<file path="src/rtl/mmio_io_controller.sv">
// Memory-mapped I/O block: debounced edge-capturing button inputs and latched output
// registers sitting beside RAM on the processor data port.
module mmio_io_controller #(
    parameter int          N_IN            = 4,
    parameter int          N_OUT           = 2,
    parameter logic [31:0] IN_BASE         = 32'd1000,
    parameter logic [31:0] OUT_BASE        = 32'd2000,
    parameter int          DEBOUNCE_CYCLES = 16,
    parameter int          CNT_W           = 16
) (
    input  logic                 clock,
    input  logic                 reset,
    input  logic [N_IN-1:0]      buttons_in,
    input  logic [31:0]          mem_addr,
    input  logic                 mem_wren,
    input  logic [31:0]          mem_wdata,
    input  logic [31:0]          ram_rdata,
    output logic                 ram_wren,
    output logic [31:0]          cpu_rdata,
    output logic [32*N_OUT-1:0]  out_regs,
    output logic [N_IN-1:0]      btn_level,
    output logic                 irq
);

    localparam logic [CNT_W-1:0] LAST = CNT_W'(DEBOUNCE_CYCLES - 1);

    logic [N_IN-1:0]  sync_meta;
    logic [N_IN-1:0]  sync;
    logic [N_IN-1:0]  pending;
    logic [CNT_W-1:0] cnt [N_IN];

    logic [N_IN-1:0]  in_hit;
    logic [N_OUT-1:0] out_hit;
    logic             io_hit;
    logic [N_IN-1:0]  rise;
    logic [N_IN-1:0]  clr;

    // Decode, read steering and per-channel set/clear requests.
    always_comb begin
        // NOTE: every output gets a default first so no path through the loops infers a latch.
        in_hit    = '0;
        out_hit   = '0;
        rise      = '0;
        clr       = '0;
        cpu_rdata = ram_rdata;
        for (int i = 0; i < N_IN; i++) begin
            in_hit[i] = (mem_addr == IN_BASE + 32'(i));
            rise[i]   = sync[i] && !btn_level[i] && (cnt[i] == LAST);
            clr[i]    = mem_wren && in_hit[i] && mem_wdata[1];
            if (in_hit[i]) cpu_rdata = {30'b0, pending[i], btn_level[i]};
        end
        for (int j = 0; j < N_OUT; j++) begin
            out_hit[j] = (mem_addr == OUT_BASE + 32'(j));
            if (out_hit[j]) cpu_rdata = out_regs[32*j +: 32];
        end
        io_hit = |in_hit || |out_hit;
    end

    assign ram_wren = mem_wren && !io_hit;
    assign irq      = |pending;

    // NOTE: all state uses non-blocking assignments so every flop samples pre-edge values.
    always_ff @(posedge clock) begin
        if (reset) begin
            // NOTE: the output register file is reset too; its value is visible on the pins.
            sync_meta <= '0;
            sync      <= '0;
            btn_level <= '0;
            pending   <= '0;
            out_regs  <= '0;
            for (int i = 0; i < N_IN; i++) cnt[i] <= '0;
        end else begin
            sync_meta <= buttons_in;
            sync      <= sync_meta;
            for (int i = 0; i < N_IN; i++) begin
                if (sync[i] == btn_level[i]) begin
                    cnt[i] <= '0;
                end else if (cnt[i] == LAST) begin
                    btn_level[i] <= sync[i];
                    cnt[i]       <= '0;
                end else begin
                    cnt[i] <= cnt[i] + 1'b1;
                end
            end
            // A rising edge landing with a W1C keeps the flag set.
            pending <= (pending & ~clr) | rise;
            for (int j = 0; j < N_OUT; j++) begin
                if (mem_wren && out_hit[j]) out_regs[32*j +: 32] <= mem_wdata;
            end
        end
    end

endmodule

</file>
<file path="config.mk">
export PLATFORM = sky130hd
export DESIGN_NAME = mmio_io_controller
export DESIGN_NICKNAME = d
export VERILOG_FILES = /design/src/rtl/mmio_io_controller.sv
export SDC_FILE = /design/constraint.sdc
export NUM_CORES = 1
export LEC_CHECK = 0
export CAP_MARGIN = 20
export CORE_MARGIN = 1.5
export CORE_UTILIZATION = 40
export CTS_BUF_LIST = sky130_fd_sc_hd__clkbuf_8
export CTS_CLUSTER_DIAMETER = 200
export DETAILED_ROUTE_END_ITERATION = 12
export PLACE_DENSITY = 0.74
export SYNTH_ARGS = -nofsm -noshare
export SYNTH_HDL_FRONTEND = slang
export SYNTH_SLANG_ARGS = --single-unit
</file>
<file path="constraint.sdc">
create_clock -name clock -period 2.5 [get_ports clock]
set_input_delay 0.5 -clock clock [delete_from_list [all_inputs] [get_ports clock]]
set_output_delay 0.5 -clock clock [all_outputs]
set_load 0.02 [all_outputs]
</file>
==> metrics.md <==
| Metric | Value |
|---|---|
| Status | `finished clean` |
| Clock power share | `36.1%` |
| Ranking of synthesized cells by area | `edfxtp_1 27%, dfxtp_1 22%, mux2i_1 13%` |
| TritonRoute pass-1 iters | `4` |
| Antenna-violating nets left | `0` |
| Initial antenna violation count | `0` |
| Combinational power share | `9.9%` |
| RSZ-0062 raised after global routing | `true` |
| Top FF cell, synth | `dfxtp_1` |
| Worst Skew | `0.0151 ns` |
| Smallest setup slack after layout | `0.0449 ns` |
| Clock Latency Late Sink | `0.44 ns` |
| Worst path arrival time | `1.96 ns` |
| Max Buffers Root-to-Sink | `2` |
| Period Utilization, post-route | `98.2%` |
| Final WL | `18.9 mm` |
| Max Cap Viol | `0` |
| Cell Chain, Critical Path | `clkdlybuf4s15_1 > buf_4 > nand2b_1 > a21oi_1 > o21ai_0 > o311ai_2 > a31o_1 > buf_6` |
| DP Wirelength | `13.9 mm` |
| Hold slack | `0.409 ns` |
| Leakage | `0.00389 uW` |
| CP max stage delay | `0.33 ns` |
| FF-to-FF setup slack | `0.39 ns` |
| Critical path class | `input port to primary output` |
| Diode count | `0` |
| Die H | `137 um` |
| CP max stage cell | `clkdlybuf4s15_1` |
| Synth Register Bits | `144` |
| Endpoints failing setup | `0` |
| H-tree depth | `4` |
| Psw | `1120 uW` |
| Pint | `3620 uW` |
| Clock sinks | `144` |
| Sequential cell area fraction in the yosys report | `49.0%` |
| 1st-iter DRT viols | `257` |
| Number of placement rows | `48` |
| Gr usage total | `20.1%` |
| CP endpoint kind | `primary output` |
| Initial Util | `41.2%` |
| Fin. Hold Viols | `0` |
| Syn_area_per_cell | `10.4 um^2` |
| Async S/R FF share, synth | `0%` |
| CTS clk-pin slew, worst paths | `0.08 ns` |
| Switching share of power | `23.6%` |
| TritonCTS clock tree | `done` |
| Maximum VDD drop | `439 uV` |
| Slew HR | `51.1%` |
| Slew @ Worst Pin | `0.733 ns` |
| Area growth syn-to-layout | `43.9%` |
| I/O pin cnt | `205` |
| Post-synth EDFFs | `64` |
| Total grt overflow | `0` |
| Cell area after synthesis | `7180 um^2` |
| Nets | `1081` |
| CTS Buf Count | `17` |
| Yosys top cell area share | `26.8%` |
| Power per standard cell area | `458 nW/um^2` |
| Synth cell types | `46` |
| Worst EP required | `2.00 ns` |
| Vias in the first global route | `5821` |
| Final min period | `2.46 ns` |
| HP Class | `input port to register` |
| Fmax | `0.407 GHz` |
| Crit path max fanout | `8` |
| Vias per cell | `4.93` |
| Drc violations | `0` |
| Post-synthesis cell type with the largest combined area | `edfxtp_1` |
| WL per Instance | `15.7 um` |
| CORE AREA | `17400 um^2` |
| Final Max Tran Viols | `0` |
| Largest net degree at the start of global routing | `70` |
| Total number of vias | `5958` |
| Ys Warns | `0` |
| Post-Synthesis Cells | `691` |
| Sequential share of power | `54.0%` |
| Layout cell share with drive strength beyond 1 | `15.1%` |
| CTS root buffer | `clkbuf_8` |
| Startpoint Class | `input port` |
| Die footprint | `18800 um^2` |
| First-pass GRT wire length | `29.1 mm` |
| Final Wtd Congestion | `0.800` |
| Die width | `137 um` |
| Place WS | `-0.830 ns` |
| Number of port buffers | `204` |
==> timing repair <==
| action | 4_1_cts | 5_1_grt |
|---|---|---|
| setup endpoints to repair | 33 | 31 |
| endpoints found under the hold margin | 0 | 0 |
| pin swaps | 14 | 4 |
| resized for setup | 290 | 26 |
| buffers inserted | 4 | 0 |
| cloned | 4 | 0 |
| hold buffers | 0 | 0 |
==> worst max-delay path, delay by kind of cell <==
kind / cells / cell delay (ns)
buffers and inverters: 3 / 0.68
AO/OA/AOI/OAI: 4 / 0.65
AND/OR/NAND/NOR: 1 / 0.11
==> state kept, by name (all words and copies together) (netlist names) <==
signal,cells
cnt,64
out_regs,64
btn_level,4
pending,4
sync,4
sync_meta,4
==> layer usage <==
layer / share of wire [%] / global-route usage (%)
met5: 0 / 0
met1: 43 / 24.4
met2: 50 / 34.8
met4: 1.5 / 5.56
met3: 6.1 / 5.59
==> stage by stage <==
step	setup TNS, ns	instances	util (%)	area, um^2	total power [uW]
6_report	0	1208	59.3	10300	4740
5_1_grt	-0.0300	1208	59.3	10300	4920
4_1_cts	-0.00781	1209	59.2	10300	4770
3_5_place_dp	-31.96	1170	56.3	9810	3070
3_3_place_gp	-30.50	1170	56.3	9810	3070
2_1_floorplan	0	754	-	7420	2790
==> final timing paths <==
kind | from | cells past startpoint | to
max | mem_addr[1] | 8 | cpu_rdata[0]
min | reset | 2 | sync_meta[3]$_SDFF_PP0_
max reg2reg | cnt[0][0]$_SDFFCE_PN0P_ | 5 | cnt[0][15]$_SDFFCE_PN0P_
min reg2reg | sync_meta[1]$_SDFF_PP0_ | 1 | sync[1]$_SDFF_PP0_
==> power groups by stage <==
stage	Clock [uW]	Combinational, uW	Sequential (uW)
2_1_floorplan	0	198	2590
6_report	1710	471	2560
4_1_cts	1760	460	2560
5_1_grt	1850	509	2560
3_5_place_dp	0	463	2610
3_3_place_gp	0	460	2610
==> cells in the mapped netlist, types with 5 or more instances <==
master,n
and3_1,21
nor2_1,135
nor4_1,13
o2bb2ai_1,30
nand4_1,16
buf_6,6
nand3_1,21
clkbuf_1,28
ha_1,8
xnor2_1,16
or3_1,5
nand2_1,18
inv_1,14
edfxtp_1,64
and4_1,13
nor2b_1,12
xor2_1,38
a21oi_1,11
dfxtp_1,80
mux2i_1,96
==> cell families (layout without fill, tap and decap cells) <==
family                     after synthesis  count (layout)  share of synthesized area, %
adders and majority gates                8               8                          1.39
muxes                                   97              97                          13.7
AOI/OAI and AO/OA                       57              57                          5.78
other                                    1              64                        0.0522
buffers and inverters                   53             282                          3.52
and+or+nand+nor                        277             277                          19.9
xor gates and xnor gates                54              54                          6.58
DFF                                    144             144                          49.0
==> layout by cell type (no fill, tap or decap), types with 18 or more instances in the layout <==
master           count
xor2_1              38
nor2_1             135
buf_4               31
buf_6               20
mux2i_1             96
clkdlybuf4s50_1    138
clkbuf_8            20
buf_2               30
nand3_1             20
o2bb2ai_1           22
dfxtp_1             80
and3_1              21
nand2_1             18
conb_1              64
edfxtp_1            64
==> layout make-up <==
type / count / area (um^2)
Fill cell: 1489 / 7080
Inverter: 14 / 52.6
Timing Repair Buffer: 236 / 2230
Tap cell: 225 / 282
Sequential cell: 144 / 3520
Multi-Input combinational cell: 557 / 3890
Clock inverter: 12 / 90.1
Clock buffer: 20 / 275
(Power assumes the default switching activity.)
